--- config.mk ---
export PLATFORM = sky130hd
export DESIGN_NAME = reg_pipe_ce_arn
export DESIGN_NICKNAME = d
export VERILOG_FILES = /design/src/rtl/reg_pipe_ce_arn.sv
export SDC_FILE = /design/constraint.sdc
export NUM_CORES = 1
export LEC_CHECK = 0
export CAP_MARGIN = 25
export CORE_MARGIN = 2
export CORE_UTILIZATION = 49
export CTS_CLUSTER_SIZE = 40
export DETAILED_ROUTE_END_ITERATION = 10
export HOLD_SLACK_MARGIN = 0.03
export PLACE_DENSITY = 0.79
export SLEW_MARGIN = 20
export SYNTH_ARGS = -nofsm -noshare
export SYNTH_HDL_FRONTEND = slang
export SYNTH_SLANG_ARGS = --single-unit
export TNS_END_PERCENT = 5
--- constraint.sdc ---
create_clock -name CLK -period 1.6 [get_ports CLK]
set_input_delay 0.32 -clock CLK [delete_from_list [all_inputs] [get_ports CLK]]
set_output_delay 0.32 -clock CLK [all_outputs]
set_load 0.01 [all_outputs]
--- src/rtl/reg_pipe_ce_arn.sv ---
// reg_pipe_ce_arn: elastic multi-stage register pipeline with clock enable,
// synchronous flush, asynchronous active-low reset and an occupancy count.
// A chain of DEPTH data/valid stages carries WIDTH-bit words from In0 to
// Out0. Empty stages (bubbles) are collapsed so that a stalled consumer only
// blocks the input once every stage holds a word.
//
// Handshake: a word moves across an interface on a rising edge exactly when
// valid and ready are both 1 in the cycle before that edge. A producer keeps
// valid and data stable until ready is seen. in_ready depends
// combinationally on out_ready through the whole chain. out_valid does not
// depend on in_valid, and in_ready does not depend on in_valid.
module reg_pipe_ce_arn #(
    parameter int               WIDTH = 16,
    parameter int               DEPTH = 2,
    parameter logic [WIDTH-1:0] INIT  = '0
) (
    input  logic                         CLK,
    input  logic                         ASYNCRESETN,
    input  logic                         CE,
    input  logic                         CLR,
    input  logic [WIDTH-1:0]             In0,
    input  logic                         in_valid,
    output logic                         in_ready,
    output logic [WIDTH-1:0]             Out0,
    output logic                         out_valid,
    input  logic                         out_ready,
    output logic [$clog2(DEPTH+1)-1:0]   count
);

    localparam int CW = $clog2(DEPTH+1);

    logic [DEPTH-1:0] v;
    logic [WIDTH-1:0] d [DEPTH];
    logic [DEPTH-1:0] adv;
    logic [DEPTH-1:0] inc_v;
    logic [WIDTH-1:0] inc_d [DEPTH];
    logic             push;
    logic             pop;

    // Advance terms: a stage may load when it is empty or its successor
    // moves on; the last stage moves on when the consumer is ready.
    always_comb begin
        adv = '0;
        adv[DEPTH-1] = CE & ~CLR & (~v[DEPTH-1] | out_ready);
        for (int i = DEPTH - 2; i >= 0; i--) begin
            adv[i] = CE & ~CLR & (~v[i] | adv[i+1]);
        end
    end

    // Incoming word for each stage: the input port for stage 0, the
    // previous stage otherwise.
    always_comb begin
        inc_v[0] = in_valid;
        inc_d[0] = In0;
        for (int i = 1; i < DEPTH; i++) begin
            inc_v[i] = v[i-1];
            inc_d[i] = d[i-1];
        end
    end

    assign in_ready  = adv[0] & ASYNCRESETN;
    assign out_valid = v[DEPTH-1] & ~CLR;
    assign Out0      = d[DEPTH-1];

    // A pop only happens when the last stage really advances, so a frozen
    // pipeline (CE=0) never loses its output word.
    assign push = in_valid & in_ready;
    assign pop  = v[DEPTH-1] & adv[DEPTH-1];

    // Stage registers: valid always follows on advance, data only loads
    // real words so bubbles leave the data bits untouched.
    always_ff @(posedge CLK or negedge ASYNCRESETN) begin
        if (!ASYNCRESETN) begin
            v <= '0;
            for (int i = 0; i < DEPTH; i++) begin
                d[i] <= INIT;
            end
        end else if (CLR) begin
            v <= '0;
            for (int i = 0; i < DEPTH; i++) begin
                d[i] <= INIT;
            end
        end else begin
            for (int i = 0; i < DEPTH; i++) begin
                if (adv[i]) begin
                    v[i] <= inc_v[i];
                    if (inc_v[i]) begin
                        d[i] <= inc_d[i];
                    end
                end
            end
        end
    end

    // Occupancy: tracks the number of valid stages by counting transfers.
    always_ff @(posedge CLK or negedge ASYNCRESETN) begin
        if (!ASYNCRESETN) begin
            count <= '0;
        end else if (CLR) begin
            count <= '0;
        end else begin
            case ({push, pop})
                2'b10:   count <= count + CW'(1);
                2'b01:   count <= count - CW'(1);
                default: count <= count;
            endcase
        end
    end

endmodule

==> results.md, run 1 <==
* Logic pwr share at 0.119
* Switching Share at 0.253
* Syn-to-layout area delta at 30.2%
* Yosys warns at 0
* Final instance area at 2250 sq um
* Placed cell area at 2140 sq um
* Critical path type: flop to primary output
* Initial antenna violation count at 0
* GRT overflow at 0
* DR vias/cell at 4.96
* ANT cells at 0
* I/O Pins at 42
* CP arrival at 1230 ps
* Fin Hold WS at 424 ps
* FILL cells at 302
* ANT nets after route at 0
* Number of synthesized register bits at 36
* First-pass GRT wire length at 6.32 mm
* Starting density of the core at 0.513
* Post-synth net total at 205
* Global route hottest layer: met2
* Number of distinct library cells after synthesis at 25
* Post-route clock period utilization at 0.971
* Crit. End Element: primary output
* Worst-path clk slew at 110 ps
* Final setup viols at 0
* Crit-path cells: clkdlybuf4s50_1
* Die Footprint at 4010 sq um
* Slew Viols, Final at 0
* CTS H-tree depth at 2
* Critical Path RT at 1280 ps
* Top delay family on crit path: buffers and inverters
* Maxcap violations at 0
* RSZ-0062 raised after global routing: no
* Met1 Usage GRT at 0.246
* Skew final at 7.80 ps
* Min Tclk post-route at 1550 ps
* Util after Layout at 0.669
* Min-delay worst type: primary input to flop
* Vias at 1,335
* Post-layout nets at 244
* GRT Util Overall at 0.204
* DRT iter0 DRCs at 40
* Area of the mapped netlist at 1730 sq um
* Seq/Total Area, Yosys at 0.522
* Gp weighted congestion at 0.698
* Syn_area_per_cell at 9.44 sq um
* Met3 Usage GRT at 0.0625
* Cells after Synth at 183
* Clock Tree Root: clkbuf_4
* Die H at roughly 63 microns
* Status: finished, final reports clean
* CTS Buffer Depth at 2
* Top fanout value on the critical path at 2
* Clock sinks at 36
* CP startpoint kind: flop
* Part of the power in registers at 0.588
* Worst Path Buf+Inv at 1
* Clk_lat worst skew at 340 ps
* Row Count at 21
* Pre-antenna DRT Iters at 4
* CP peak stage delay at approximately 530 ps
* Measured slew at the worst slew-check pin at 233 ps
* Drt wl/cell at 13.2 microns
* WL final at 3.56 mm
* CORE AREA at around 3400 sq um
* Clk pwr share at 0.292
* Vias in the first global route at 1,404
* Peak VDD IR at roughly 0.49 mV
* Total power at 1.62 mW
* CTS Buf Count at 5
* Switch Pwr at 0.411 mW
* Power Internal at 1.21 mW
* Chip width at 63.4 microns
* PortBufs at between 40 and 50
* Leakage at around 1.3 nW
* GR Util met2 at 0.351
* CTS tree: built
* Hold Fails Final Rpt at 0
* DRC viols at 0
* Max transition margin at 0.845
* Layout cell share with drive strength beyond 1 at 0.139
* Post-DP HPWL at 2.56 mm
* Power Dens Cells at a little over 700 nW/um^2
* Largest net degree at the start of global routing at 21
* Max Fclk at 0.644 GHz
* CP max stage cell: clkdlybuf4s50_1
cell type report:
| cell class | instances | area (sq um) | area share |
|---|---|---|---|
| tap | 46 | 57.6 | 0.0256 |
| clock inverter | 3 | 18.8 | 0.00835 |
| timing repair buffer | 58 | 566 | 0.252 |
| multi-input combinational | 121 | 668 | 0.297 |
| sequential | 36 | 901 | 0.401 |
| clock buffer | 5 | 37.5 | 0.0167 |
metal layers:
metal | vias to the layer above | wire [microns]
met1 | 639 | 1560
li1 | 652 | -
met2 | 39 | 1770
met5 | - | 0
met4 | 0 | 42
met3 | 5 | 191
power by group through the flow:
| stage | Sequential, mW | Combinational (mW) | Clock [mW] |
|---|---|---|---|
| after floorplan | 0.969 | 0.0789 | 0 |
| after CTS | 0.956 | 0.196 | 0.491 |
| after global placement | 0.971 | 0.187 | 0 |
| after detailed placement | 0.973 | 0.194 | 0 |
| final | 0.956 | 0.194 | 0.475 |
| after global routing | 0.960 | 0.214 | 0.531 |
placed cells by master, fill, tap and decap left out, drive strengths merged:
master and instances:
and2 1, dlymetal6s2s 16, nand3 1, dfrtp 36
nor3b 1, o21ai 16, nand4b 1, and3 2
nand2b 18, mux2i 2, nand3b 17, a22oi 1
clkinv 3, nor2b 2, and4 1, nor2 3
nand2 52, dlygate4sd2 4, clkdlybuf4s50 19, buf 18
a21oi 1, dlygate4sd3 1, xnor2 2, clkbuf 5
synth_stat cells (all sizes together):
library cell / count / area share
and2: 1 / 0.0036
xnor2: 2 / 0.010
and4: 1 / 0.0065
mux2i: 2 / 0.012
nand4b: 1 / 0.0051
nor2b: 2 / 0.012
and3: 2 / 0.0080
nand2b: 18 / 0.065
dfrtp: 36 / 0.52
nand2: 52 / 0.11
nor2: 3 / 0.0065
nand3: 1 / 0.0029
a21oi: 1 / 0.0029
buf: 21 / 0.088
nor3b: 1 / 0.0072
clkbuf: 5 / 0.012
o21ai: 16 / 0.046
nand3b: 17 / 0.074
a22oi: 1 / 0.0043
final timing paths:
kind	endpoint	depth (start not counted)	slack [ps]	startpoint
worst max-delay path	Out0[0]	1	50	Out0[0]
worst min-delay path	v[1]	4	420	CE
worst max register to register	count[1]	5	160	v[0]
worst min register to register	Out0[13]	2	480	d[29]
max in group asynchronous	Out0[12]	3	800	ASYNCRESETN
min in group asynchronous	d[18]	3	600	ASYNCRESETN
state kept, by name, indices dropped and copies added (netlist names):
name and flops:
d 16, Out0 16, v 2, count 2
through the flow:
stage	instances	setup TNS, ps	worst slack [ps]
finish	269	0	46.8
detailed placement	259	-5810	-365
global route	269	0	2.32
CTS	269	0	2.88
global placement	259	-3970	-344
floorplan	183	0	413
cell families (layout without fill, tap and decap cells):
family                 Yosys count  in the layout  synth area share
AND/OR/NAND/NOR                 99             99             0.304
flip-flops                      36             36             0.522
buffers and inverters           26             66            0.0993
AO/OA/AOI/OAI                   18             18            0.0536
XOR/XNOR                         2              2            0.0101
multiplexers                     2              2            0.0116
timing repair:
action | 4_1_cts | 5_1_grt
gates resized for setup | 8 | 18
endpoints found under the setup margin | 4 | 17
pin swaps | 0 | 2
hold endpoints to repair | 36 | 0
hold buffers | 1 | 0
setup buffers | 1 | 0
Power figures use the tool's default switching activity.
==> run 2, diff against run 1 <==
CORE_MARGIN = 1   (was 2)
==> run 2 against run 1 <==
Net effect: highest routed layer unchanged; clock power is 2% higher; critical endpoint is now in_ready; die area is 6.2% lower; first-iteration DRC count increased by 110%; sequential share of layout area rose by 0.41 points; combinational power decreased by 3%; sequential cell count stayed put; worst setup slack lost 12 ps; largest power group unchanged.
==> results.md, run 2 (same netlist as run 1, synthesis figures left out) <==
* Initial antenna violation count at 0 (unchanged)
* Maxcap violations at 0 (unchanged)
* CTS Buffer Depth at 2 (unchanged)
* RSZ-0062 raised after global routing: yes
* Final setup viols at 0 (unchanged)
* Die H at 61.4 microns (-3.2%)
* Row Count at 21 (unchanged)
* CP peak stage delay at 450 ps (-80 ps)
* Min Tclk post-route at 1560 ps (+11.8 ps)
* WL final at 3.51 mm (-1.3%)
* GRT overflow at 0 (unchanged)
* Measured slew at the worst slew-check pin at 440 ps (+207 ps)
* DRT iter0 DRCs at 86 (+110%)
* Post-layout nets at 241 (-1.2%)
* CP max stage cell: dfrtp_1
* CP startpoint kind: flop
* Vias at 1,335 (unchanged)
* Leakage at 1.29 nW (-3.5%)
* I/O Pins at 42 (unchanged)
* CTS Buf Count at 5 (unchanged)
* ANT nets after route at 0 (unchanged)
* Clock sinks at 36 (unchanged)
* Skew final at 8.53 ps (+0.739 ps)
* Total power at 1.63 mW (+0.24%)
* Starting density of the core at 0.513 (unchanged)
* Most common cell after layout, fill and taps aside: nand2_1
* Min-delay worst type: primary input to asynchronous set/reset pin
* Hold Fails Final Rpt at 0 (unchanged)
* Critical path type: flop to primary output
* Critical Path RT at 1280 ps (about the same)
* Reg-to-Reg End: count[1]
* Most frequent cells in the layout: nand2_1, dfrtp_1, clkdlybuf4s50_1
* Layout cell share with drive strength beyond 1 at 0.127 (-0.0117)
* Vias in the first global route at 1,249 (-11%)
* Area occupied by multi-input gates at 664 sq um (-0.56%)
* DR vias/cell at 5.02 (+1.1%)
* Post-Layout Cell Count at 266 (-1.1%)
* Crit. End Element: primary output
* Top delay family on crit path: flip-flops
* Slew Viols, Final at 0 (unchanged)
* CP arrival at 1240 ps (about the same)
* Post-route clock period utilization at 0.978 (+0.00737)
* CTS tree: built
* FILL cells at 286 (-5.3%)
* Cell total after placement at 256 (-1.2%)
* Reg-to-reg startpoint: v[0]
* Pre-antenna DRT Iters at 4 (unchanged)
* Peak VDD IR at 0.504 mV (+2.4%)
* Gp weighted congestion at 0.680 (-2.6%)
* Syn-to-layout area delta at 28.9%
* PortBufs at 41 (unchanged)
* DRC viols at 0 (unchanged)
* Drt wl/cell at 13.2 microns (-0.18%)
* Die Footprint at 3770 sq um (-6.2%)
* CORE AREA at 3360 sq um (unchanged)
* Register Area at 901 sq um (unchanged)
* Post-DP HPWL at 2.33 mm (-9.0%)
* Max transition margin at 0.707 (-0.138)
* First-pass GRT wire length at 5.50 mm (-13%)
* Clock Tree Root: clkbuf_4
* Fin Hold WS at 56.9 ps (-367 ps)
* Top fanout value on the critical path at 5 (+3)
* Worst Path Buf+Inv at 1 (unchanged)
* Chip width at 61.4 microns (-3.2%)
* Worst-path clk slew at 120 ps (about the same)
* Power Dens Cells at 731 nW/um^2 (+1.3%)
* Crit-path cells: nand3b_1 > and3_4 > buf_2
* Status: finished, final reports clean
* GRT Util Overall at 0.207 (+0.00358)
* ANT cells at 0 (unchanged)
* Max Fclk at 0.639 GHz (-0.75%)
* Largest net degree at the start of global routing at 37 (+76%)
* FF-to-FF path depth at 5 (unchanged)
* CTS H-tree depth at 2 (unchanged)
* Clk_lat worst skew at 350 ps (about the same)
* Register-to-register setup slack at 150 ps (about the same)
==> run 2: cell count changes in the layout (fill, tap and decap cells not counted) <==
| cell | before | now |
|---|---|---|
| mux2i_2 | 1 | 0 |
| dlygate4sd3_1 | 1 | 0 |
| mux2i_1 | 1 | 2 |
| buf_12 | 0 | 1 |
| dlymetal6s2s_1 | 16 | 14 |
| buf_4 | 16 | 13 |
| dlygate4sd2_1 | 4 | 5 |
| clkdlybuf4s50_1 | 19 | 20 |
==> run 2: power breakdown <==
group	leakage, nW	switching, mW	internal [mW]
logic	0.764	0.0852	0.102
clock network	0.0349	0.316	0.169
registers	0.494	0.0177	0.937
==> run 2: layer usage <==
layer | up-vias | global-route usage | share of wire
li1 | 642 | - | -
met1 | 644 | 0.255 | 0.43
met2 | 40 | 0.346 | 0.49
met3 | 9 | 0.0546 | 0.056
met4 | 0 | 0.0889 | 0.021
met5 | - | 0 | 0
==> run 2: layout make-up <==
cell class | instances | area share
multi-input cells | 121 | 0.298
clock inverters | 3 | 0.00843
well taps | 46 | 0.0259
repair buffers | 55 | 0.246
clock buffers | 5 | 0.0169
flip-flops and latches | 36 | 0.405
==> run 2: how the worst max path moves through the flow <==
stage / startpoint / end / slack [ps] / cells after the start
after detailed placement: CLR / in_ready / -430 / 4
after global routing: v[0] / in_ready / -20 / 3
after CTS: CE / in_ready / -20 / 4
final: v[0] / in_ready / 40 / 3
after global placement: CLR / out_valid / -390 / 4
after floorplan: v[1] / count[1] / 410 / 4
==> run 2: per-stage QoR <==
stage          area, sq um  worst slack [ps]  TNS [ps]  utilization
6_report              2230              35.0         0        0.662
5_1_grt               2230             -16.4     -16.4        0.662
4_1_cts               2180             -15.1     -15.1        0.648
3_5_place_dp          2130              -433     -4490        0.632
3_3_place_gp          2130              -391     -2690        0.632
2_1_floorplan         1730               413         0            -
==> run 2: repair_timing <==
item	CTS	global route
endpoints found under the setup margin	4	14
hold buffers	0	0
pin swaps	0	1
setup buffers	1	1
endpoints found under the hold margin	0	0
gates resized for setup	9	15
